===== config.mk =====
export PLATFORM = sky130hd
export DESIGN_NAME = sdf_delay_line
export DESIGN_NICKNAME = d
export VERILOG_FILES = /design/src/rtl/fft_pkg.sv /design/src/rtl/sdf_delay_mem.sv /design/src/rtl/sdf_delay_line.sv
export SDC_FILE = /design/constraint.sdc
export NUM_CORES = 1
export LEC_CHECK = 0
export BUFFER_PORTS_ARGS = -buffer_cell sky130_fd_sc_hd__buf_2
export CAP_MARGIN = 15
export CORE_MARGIN = 2
export CORE_UTILIZATION = 45
export CTS_BUF_LIST = sky130_fd_sc_hd__clkbuf_2 sky130_fd_sc_hd__clkbuf_4 sky130_fd_sc_hd__clkbuf_8
export DETAILED_ROUTE_END_ITERATION = 16
export PLACE_DENSITY = 0.7
export SETUP_SLACK_MARGIN = 0.5
export SYNTH_ARGS = -nofsm -noshare
export SYNTH_HDL_FRONTEND = slang
export SYNTH_SLANG_ARGS = --single-unit

===== constraint.sdc =====
create_clock -name clk -period 7.65 [get_ports clk]
set_clock_uncertainty 0.15 [all_clocks]
set_input_delay 0.765 -clock clk [delete_from_list [all_inputs] [get_ports clk]]
set_output_delay 0.765 -clock clk [all_outputs]
set_load 0.05 [all_outputs]

===== src/rtl/fft_pkg.sv =====
// rtl/fft_pkg.sv - shared helpers for the FFT pipeline stages
package fft_pkg;

    function automatic int clog2_c(input int n);
        int r = 0;
        int v = n - 1;
        while (v > 0) begin
            r++;
            v = v >> 1;
        end
        return r;
    endfunction

    // Modular a-b for a < m, b <= m; avoids relying on power-of-2 wrap.
    function automatic int wrap_sub(input int a, input int b, input int m);
        return (a >= b) ? (a - b) : (a + m - b);
    endfunction

endpackage


===== src/rtl/sdf_delay_mem.sv =====
// rtl/sdf_delay_mem.sv - unreset 1W/1R sample store with read-before-write
module sdf_delay_mem #(
    parameter int DEPTH = 32,
    parameter int DW    = 16,
    parameter int AW    = 5
) (
    input  logic          clk,
    input  logic          i_we,
    input  logic [AW-1:0] i_waddr,
    input  logic [DW-1:0] i_wdata,
    input  logic [AW-1:0] i_raddr,
    output logic [DW-1:0] o_rdata
);

    logic [DW-1:0] r_mem [DEPTH];

    // Asynchronous read returns the pre-edge contents, so a same-address write wins only next cycle.
    assign o_rdata = r_mem[i_raddr];

    always_ff @(posedge clk) begin
        if (i_we) begin
            r_mem[i_waddr] <= i_wdata;
        end
    end

endmodule


===== src/rtl/sdf_delay_line.sv =====
// rtl/sdf_delay_line.sv - runtime-depth circular delay line advancing on valid samples
module sdf_delay_line
    import fft_pkg::*;
#(
    parameter  int MAX_DEPTH = 32,
    parameter  int WIDTH     = 8,
    localparam int DEPTH_W   = $clog2(MAX_DEPTH + 1)
) (
    input  logic                    clk,
    input  logic                    rst,
    input  logic                    in_valid,
    input  logic signed [WIDTH-1:0] in_re,
    input  logic signed [WIDTH-1:0] in_im,
    input  logic [DEPTH_W-1:0]      depth,
    input  logic                    flush,
    output logic                    out_valid,
    output logic signed [WIDTH-1:0] out_re,
    output logic signed [WIDTH-1:0] out_im,
    output logic                    primed
);

    localparam int PTR_W = (MAX_DEPTH > 1) ? clog2_c(MAX_DEPTH) : 1;

    typedef struct packed {
        logic signed [WIDTH-1:0] re;
        logic signed [WIDTH-1:0] im;
    } cplx_t;

    logic [PTR_W-1:0]   r_wr_ptr;
    logic [DEPTH_W-1:0] r_fill_cnt;
    logic [DEPTH_W-1:0] r_depth;
    logic               r_out_valid;
    cplx_t              r_out;

    logic [PTR_W-1:0]   w_rd_addr;
    logic               w_adv;
    cplx_t              w_wr_data;
    cplx_t              w_rd_data;

    assign w_adv       = in_valid && !flush;
    assign w_wr_data   = '{re: in_re, im: in_im};
    assign w_rd_addr   = PTR_W'(wrap_sub(int'(r_wr_ptr), int'(r_depth), MAX_DEPTH));

    sdf_delay_mem #(
        .DEPTH (MAX_DEPTH),
        .DW    (2 * WIDTH),
        .AW    (PTR_W)
    ) u_mem (
        .clk     (clk),
        .i_we    (w_adv),
        .i_waddr (r_wr_ptr),
        .i_wdata (w_wr_data),
        .i_raddr (w_rd_addr),
        .o_rdata (w_rd_data)
    );

    always_ff @(posedge clk or posedge rst) begin
        if (rst) begin
            r_wr_ptr    <= '0;
            r_fill_cnt  <= '0;
            r_depth     <= DEPTH_W'(MAX_DEPTH);
            r_out_valid <= 1'b0;
            r_out       <= '0;
        end else if (flush) begin
            r_wr_ptr    <= '0;
            r_fill_cnt  <= '0;
            r_depth     <= (depth > DEPTH_W'(MAX_DEPTH)) ? DEPTH_W'(MAX_DEPTH) : depth;
            r_out_valid <= 1'b0;
            r_out       <= '0;
        end else if (in_valid) begin
            r_wr_ptr <= (r_wr_ptr == PTR_W'(MAX_DEPTH - 1)) ? '0 : r_wr_ptr + PTR_W'(1);
            if (r_fill_cnt != DEPTH_W'(MAX_DEPTH)) begin
                r_fill_cnt <= r_fill_cnt + DEPTH_W'(1);
            end
            if (r_depth == '0) begin
                r_out_valid <= 1'b1;
                r_out       <= w_wr_data;
            end else if (r_fill_cnt >= r_depth) begin
                r_out_valid <= 1'b1;
                r_out       <= w_rd_data;
            end else begin
                r_out_valid <= 1'b0;
                r_out       <= '0;
            end
        end else begin
            r_out_valid <= 1'b0;
        end
    end

    assign out_valid = r_out_valid;
    assign out_re    = r_out.re;
    assign out_im    = r_out.im;
    assign primed    = (r_fill_cnt >= r_depth);

endmodule


# After elaboration in Yosys (flattened, before gate mapping)
# Memories as Yosys holds them, arrays and structs flattened.
# Index checks and enable logic that the tools add are counted.
# Widths: inputs -> output; s select.
[totals] ff_bits=34 ram_bits=512 in_bits=26 output_inout_bits=18 elab_cells=41 memories=1
[op_classes] n_addsub=5 n_lt_le_gt_ge=3 eq_ne=2 mux=18 reduce_logical=6
[mem_list] name="u_mem.r_mem" depth=32 word_bits=16 rd=1 rd_clocked_by_memory_dff=0 wr=1 line_no="sdf_delay_mem.sv:15" rtl="logic [DW-1:0] r_mem [DEPTH];"
[ops] op="$mux 16" count=4
[ops] op="$mux 6" count=4
[ops] op="$mux 5" count=4
[ops] op="$add 5x1->5 const B" count=2
[ops] op="$sub 5x5->5" count=2
[ops] op="$add 6x1->6 const B" count=1
[ops] op="$ge 5x6->1" count=1
[ops] op="$ge 6x6->1" count=1
[ops] op="$gt 6x6->1 const B" count=1
[ops] op="$logic_not 6->1" count=1
[ops] op="$mux 1" count=6
[ops] op="$ne 6x6->1 const B" count=1
[ops] op="$eq 5x5->1 const B" count=1
[ops] op="$reduce_bool 2->1" count=2
[ops] op="$reduce_and 2->1" count=1
[ops] op="$logic_and 1x1->1" count=1
[ops] op="$logic_not 1->1" count=1

# Longest topological paths before layout
# An unclocked memory read counts as a cell.
[logic_depth] ltp_word=8 mapped_depth=12 depth_no_buf=9

# By module
# A second synthesis with hierarchy kept.
[unflattened] hier_cells=1327 hier_area_um2=22217.6
[by_module_without_submodules] mod="sdf_delay_mem" instances=1 cells_each=1127 area_each_um2=20215.6 seq_area_each_um2=15374.7
[by_module_without_submodules] mod="sdf_delay_line" instances=1 cells_each=200 area_each_um2=2001.9 seq_area_each_um2=852.1

# Worst setup path after synthesis
# No wires, ideal clock.
[synth_path] kind="flip-flop to flip-flop" start="register r_depth[5]" end="register r_out (netlist bit out_im[1])" setup_ns=0.110 t_arrival_ns=2.788 t_required_ns=7.390 setup_slack_ns=4.602 path_stages_with_launch=8 path_buffers=1 synth_period_minus_slack_ns=3.048 path_cell_list="dfstp_2 inv_1 ha_1 nand4_1 o221ai_1 nand3_1 buf_2 o41ai_1"
[synth_between] elab_cells_between_ends=9 cone_classes="2 x order compare; 5 x mux; 1 x reduce/logical; 1 x memory"
[synth_lines] item="from (decl)" line_no="sdf_delay_line.sv:31" rtl="logic [DEPTH_W-1:0] r_depth;"
[synth_lines] item="from (signal assigned)" line_no="sdf_delay_line.sv:61" rtl="r_depth <= DEPTH_W'(MAX_DEPTH);"
[synth_lines] item="from (signal assigned)" line_no="sdf_delay_line.sv:67" rtl="r_depth <= (depth > DEPTH_W'(MAX_DEPTH)) ? DEPTH_W'(MAX_DEPTH) : depth;"
[synth_lines] item="$ge 6x6->1"
[synth_lines] item="named net primed" line_no="sdf_delay_line.sv:19" rtl="output logic primed"
[synth_lines] item="$mux 16" line_no="sdf_delay_line.sv:78" rtl="end else if (r_fill_cnt >= r_depth) begin"
[synth_lines] item="$mux 16" line_no="sdf_delay_line.sv:75" rtl="if (r_depth == '0) begin"
[synth_lines] item="$mux 16" line_no="sdf_delay_line.sv:70" rtl="end else if (in_valid) begin"
[synth_lines] item="$mux 16" line_no="sdf_delay_line.sv:64" rtl="end else if (flush) begin"
[synth_lines] item="to (signal assigned)" line_no="sdf_delay_line.sv:77" rtl="r_out <= w_wr_data;"
[synth_lines] item="to (signal assigned)" line_no="sdf_delay_line.sv:80" rtl="r_out <= w_rd_data;"
[synth_lines] item="to (decl)" line_no="sdf_delay_line.sv:33" rtl="cplx_t r_out;"
# The timed path passes the listed nets, and every way through them passes these cells. The select of a mux whose other input is x is not followed.
# A chain may end at the register's enable or synchronous reset.

# Worst setup path after layout
[layout_path] start="register r_wr_ptr[0]" end="register r_out (netlist bit out_im[5])"
[layout_between] elab_chain_cells=8 elab_cells_between_ends=10 cone_classes="3 x add/sub; 1 x order compare; 5 x mux; 1 x memory"
[layout_lines] item="from (decl)" line_no="sdf_delay_line.sv:29" rtl="logic [PTR_W-1:0] r_wr_ptr;"
[layout_lines] item="from (signal assigned)" line_no="sdf_delay_line.sv:71" rtl="r_wr_ptr <= (r_wr_ptr == PTR_W'(MAX_DEPTH - 1)) ? '0 : r_wr_ptr + PTR_W'(1);"
[layout_lines] item="$add 5x1->5" line_no="fft_pkg.sv:16" rtl="return (a >= b) ? (a - b) : (a + m - b);"
[layout_lines] item="$sub 5x5->5" line_no="fft_pkg.sv:16"
[layout_lines] item="$mux 5 *" line_no="fft_pkg.sv:16"
[layout_lines] item="$mem_v2 32x16 *"
[layout_lines] item="$mux 16 *" line_no="sdf_delay_line.sv:78"
[layout_lines] item="$mux 16 *" line_no="sdf_delay_line.sv:75"
[layout_lines] item="$mux 16 *" line_no="sdf_delay_line.sv:70"
[layout_lines] item="$mux 16 *" line_no="sdf_delay_line.sv:64"
# Mark *: on every way between the ends. The rest lies on a longest branch, timed or not. The select of a mux whose other input is x is not followed.

==> results.yml <==
critical_path:
  worst_ep_required_time_ps: 7980
  critical_path.top_delay_family: "adder cells"
  worst-path-buf-inv: 3
  critPathArrivalTime_ps: 4840
  start_kind: "flop"
  slowest_delay_ps: 1340
  worst-setup-path-type: "reg -> reg"
  cp_max_fo: 64
  endpoint_kind: "flop"
  slowest_stage: "fa_4"
  crit_chain: "inv_1 > ha_4 > inv_1 > fa_4 > buf_12 > mux4_2 > and3_1 > a2111oi_1 > o41ai_1"
  worst_path_most_repeated_cell: "inv_1"
cts:
  cts_hold_buf: 0
  cts.clk_slew.worst_paths_ps: 60
  htreeDepth: 3
  cts_buffers: 84
  ctsResizeCount: 0
  cts_tree: "done"
  cts_root_buf: "clkbuf_8"
  clock_path_buffers: 3
  clk_latency_ps: 640
  cts.sinks: 546
  post-cts-setup-buffer-count: 0
synth:
  synth-seq-area-share: 0.739
  synth_common_cells: "edfxtp_1, nor2_1, mux4_2"
  synth_fp_nets: 1188
  ys_ff_latch: 546
  yosys.cell_types.count: 50
  synth-async-reset-ratio: 0.0623
  netlist_top_cells_area: "edfxtp_1, mux4_2, dfrtp_1, nor2_1, and3_1"
  synth-main-ff-cell: "edfxtp_1"
  ys_warn_count: 0
  synth.cell_area_um2: 22000
  synthCells: 1144
  yosysMostFrequentCell: "edfxtp_1"
  synth_edf_count: 512
  syn_area_per_cell_um2: 19.2
  synth_top_area_share: 0.700
  synth_top_cell_by_area: "edfxtp_1"
global_route:
  grt_pass1_vias: 11700
  overflow: 0
  grt_pass1_wl_mm: 76.1
  grt_start_max_net_pins: 65
  groute.usage.overall: 0.208
  antenna_found_initial: 5
die:
  die_h_um: 225
  die_w_um: 225
  initial_utilization: 0.458
  rows: 80
  core-area_um2: 47900
  ioPinCount: 44
  dieArea_um2: 50600
sta:
  period_share: 0.589
  rsz0062_at_grt: "no"
  finalSetupViolCount: 0
  tightest_slew_ps: 1040
  whs_ps: 102
  finalCriticalPeriod_ps: 4510
  fin_setup_tns_ps: 0
  report.final.slew_viol_count: 0
  slew_headroom: 0.306
  max_freq_mhz: 222
  hold_violations: 0
min_path:
  hold_path.class: "in -> async"
pwr:
  p_leak_nw: 8.13
  ir_worst_vdd_mv: 0.112
  p_per_area_nw_per_um2: 270
  power_mw: 6.63
detailed_routing:
  wl_per_cell_um: 26.5
  drtIter0Drc: 1133
  wl_mm: 51.3
  dr.pass1.iters: 5
  num_vias: 11700
  drcViolationCount: 0
  viasPerCell: 6.03
  ant_nets: 0
finish:
  fin_area_um2: 24600
  final_layout_size_suffix_gt1_frac: 0.278
  finalNetCount: 1294
  n_antenna_cell: 0
  syn_to_final_growth_pct: 12.0
  post-route-util: 0.513
status:
  run_status: "finished, final reports clean"
job:
  cap_violations: 0
placed_design:
  placed_cell_area_um2: 22900
  gp_congestion: 0.818
  portBuffers: 43
  dp_hpwl_mm: 28.9
[cells in the final DEF, fill, tap and decap left out, types with 3 or more instances in the layout]
cell type / instances
a2111oi_0: 16
a2111oi_1: 13
a2111oi_2: 3
a21o_1: 19
a21oi_1: 7
and3_1: 36
buf_2: 43
buf_4: 43
clkbuf_4: 34
clkbuf_8: 93
clkinv_1: 16
clkinv_2: 6
clkinvlp_4: 3
dfrtp_1: 33
edfxtp_1: 512
ha_1: 16
inv_1: 16
inv_6: 3
mux2i_1: 3
mux4_2: 128
nand2_1: 15
nand2b_1: 17
nand3_1: 24
nand3b_1: 4
nand4_1: 4
nor2_1: 137
o21ai_0: 3
o22ai_1: 23
o41ai_1: 16
xor2_1: 5
[final cells by class]
class,instances,area [um2]
Sequential cell,546,16200
Multi-Input combinational cell,515,5300
Clock buffer,127,1540
Clock inverter,28,139
Timing Repair Buffer,87,558
Tap cell,615,769
Inverter,16,60.1
Fill cell,3770,23400
[final timing paths]
| check | cells after the start | start | to | slack, ps |
|---|---|---|---|---|
| worst max-delay path | 9 | r_wr_ptr[0]$_DFFE_PP0P_ | out_im[5]$_DFFE_PP0P_ | 3140 |
| worst max register to register | 9 | r_wr_ptr[0]$_DFFE_PP0P_ | out_im[5]$_DFFE_PP0P_ | 3140 |
| min in group clk | 3 | depth[1] | r_depth[1]$_DFFE_PP0P_ | 220 |
| max in group asynchronous | 3 | rst | out_re[6]$_DFFE_PP0P_ | 6870 |
| worst min register to register | 2 | r_depth[5]$_DFFE_PP1P_ | r_depth[5]$_DFFE_PP1P_ | 360 |
| worst min-delay path | 3 | rst | r_depth[2]$_DFFE_PP0P_ | 100 |
[metal layers]
layer / wire length (um) / global-route usage / up-vias
li1: - / - / 4894
met1: 20400 / 0.278 / 6117
met2: 25000 / 0.334 / 549
met3: 4470 / 0.0509 / 92
met4: 1470 / 0.0769 / 4
met5: 14 / 0 / -
[per-stage QoR]
step / setup slack, ps / std cells
after detailed placement: 3040 / 1779
after global routing: 2780 / 1934
after CTS: 3030 / 1934
after global placement: 3070 / 1779
final: 3140 / 1934
after floorplan: 4600 / 1144
[sequential cells by signal, summed over array words and instances (netlist names)]
| register | count |
|---|---|
| r_fill_cnt | 6 |
| r_wr_ptr | 5 |
| out_re | 8 |
| out_valid | 1 |
| out_im | 8 |
| u_mem.r_mem | 512 |
| r_depth | 6 |
[where the power goes]
part | switching [mW] | total [mW] | leakage [nW] | internal (mW)
Clock | 1.09 | 2.38 | 0.888 | 1.29
Sequential | 0.0184 | 3.31 | 5.07 | 3.29
Combinational | 0.566 | 0.942 | 2.18 | 0.376
[cell families (layout without fill, tap and decap cells)]
kind of cell	count (synthesis)	count (layout)	synth area share
DFF	546	546	0.739
and+or+nand+nor	249	249	0.0535
muxes	132	132	0.133
AOI/OAI and AO/OA	109	109	0.0393
buffers and inverters	83	258	0.0213
adders and majority gates	18	18	0.0106
xor gates and xnor gates	7	7	0.00279
[worst reg2reg max path: cells and delay by family, from the launching register on]
kind            cells  cell delay, ps
fa+ha+maj           2            1500
buf+inv             3             700
mux                 1             660
simple gates        1             200
flops               1             430
compound gates      2             720
No activity file was read; power rests on OpenSTA's default activity.
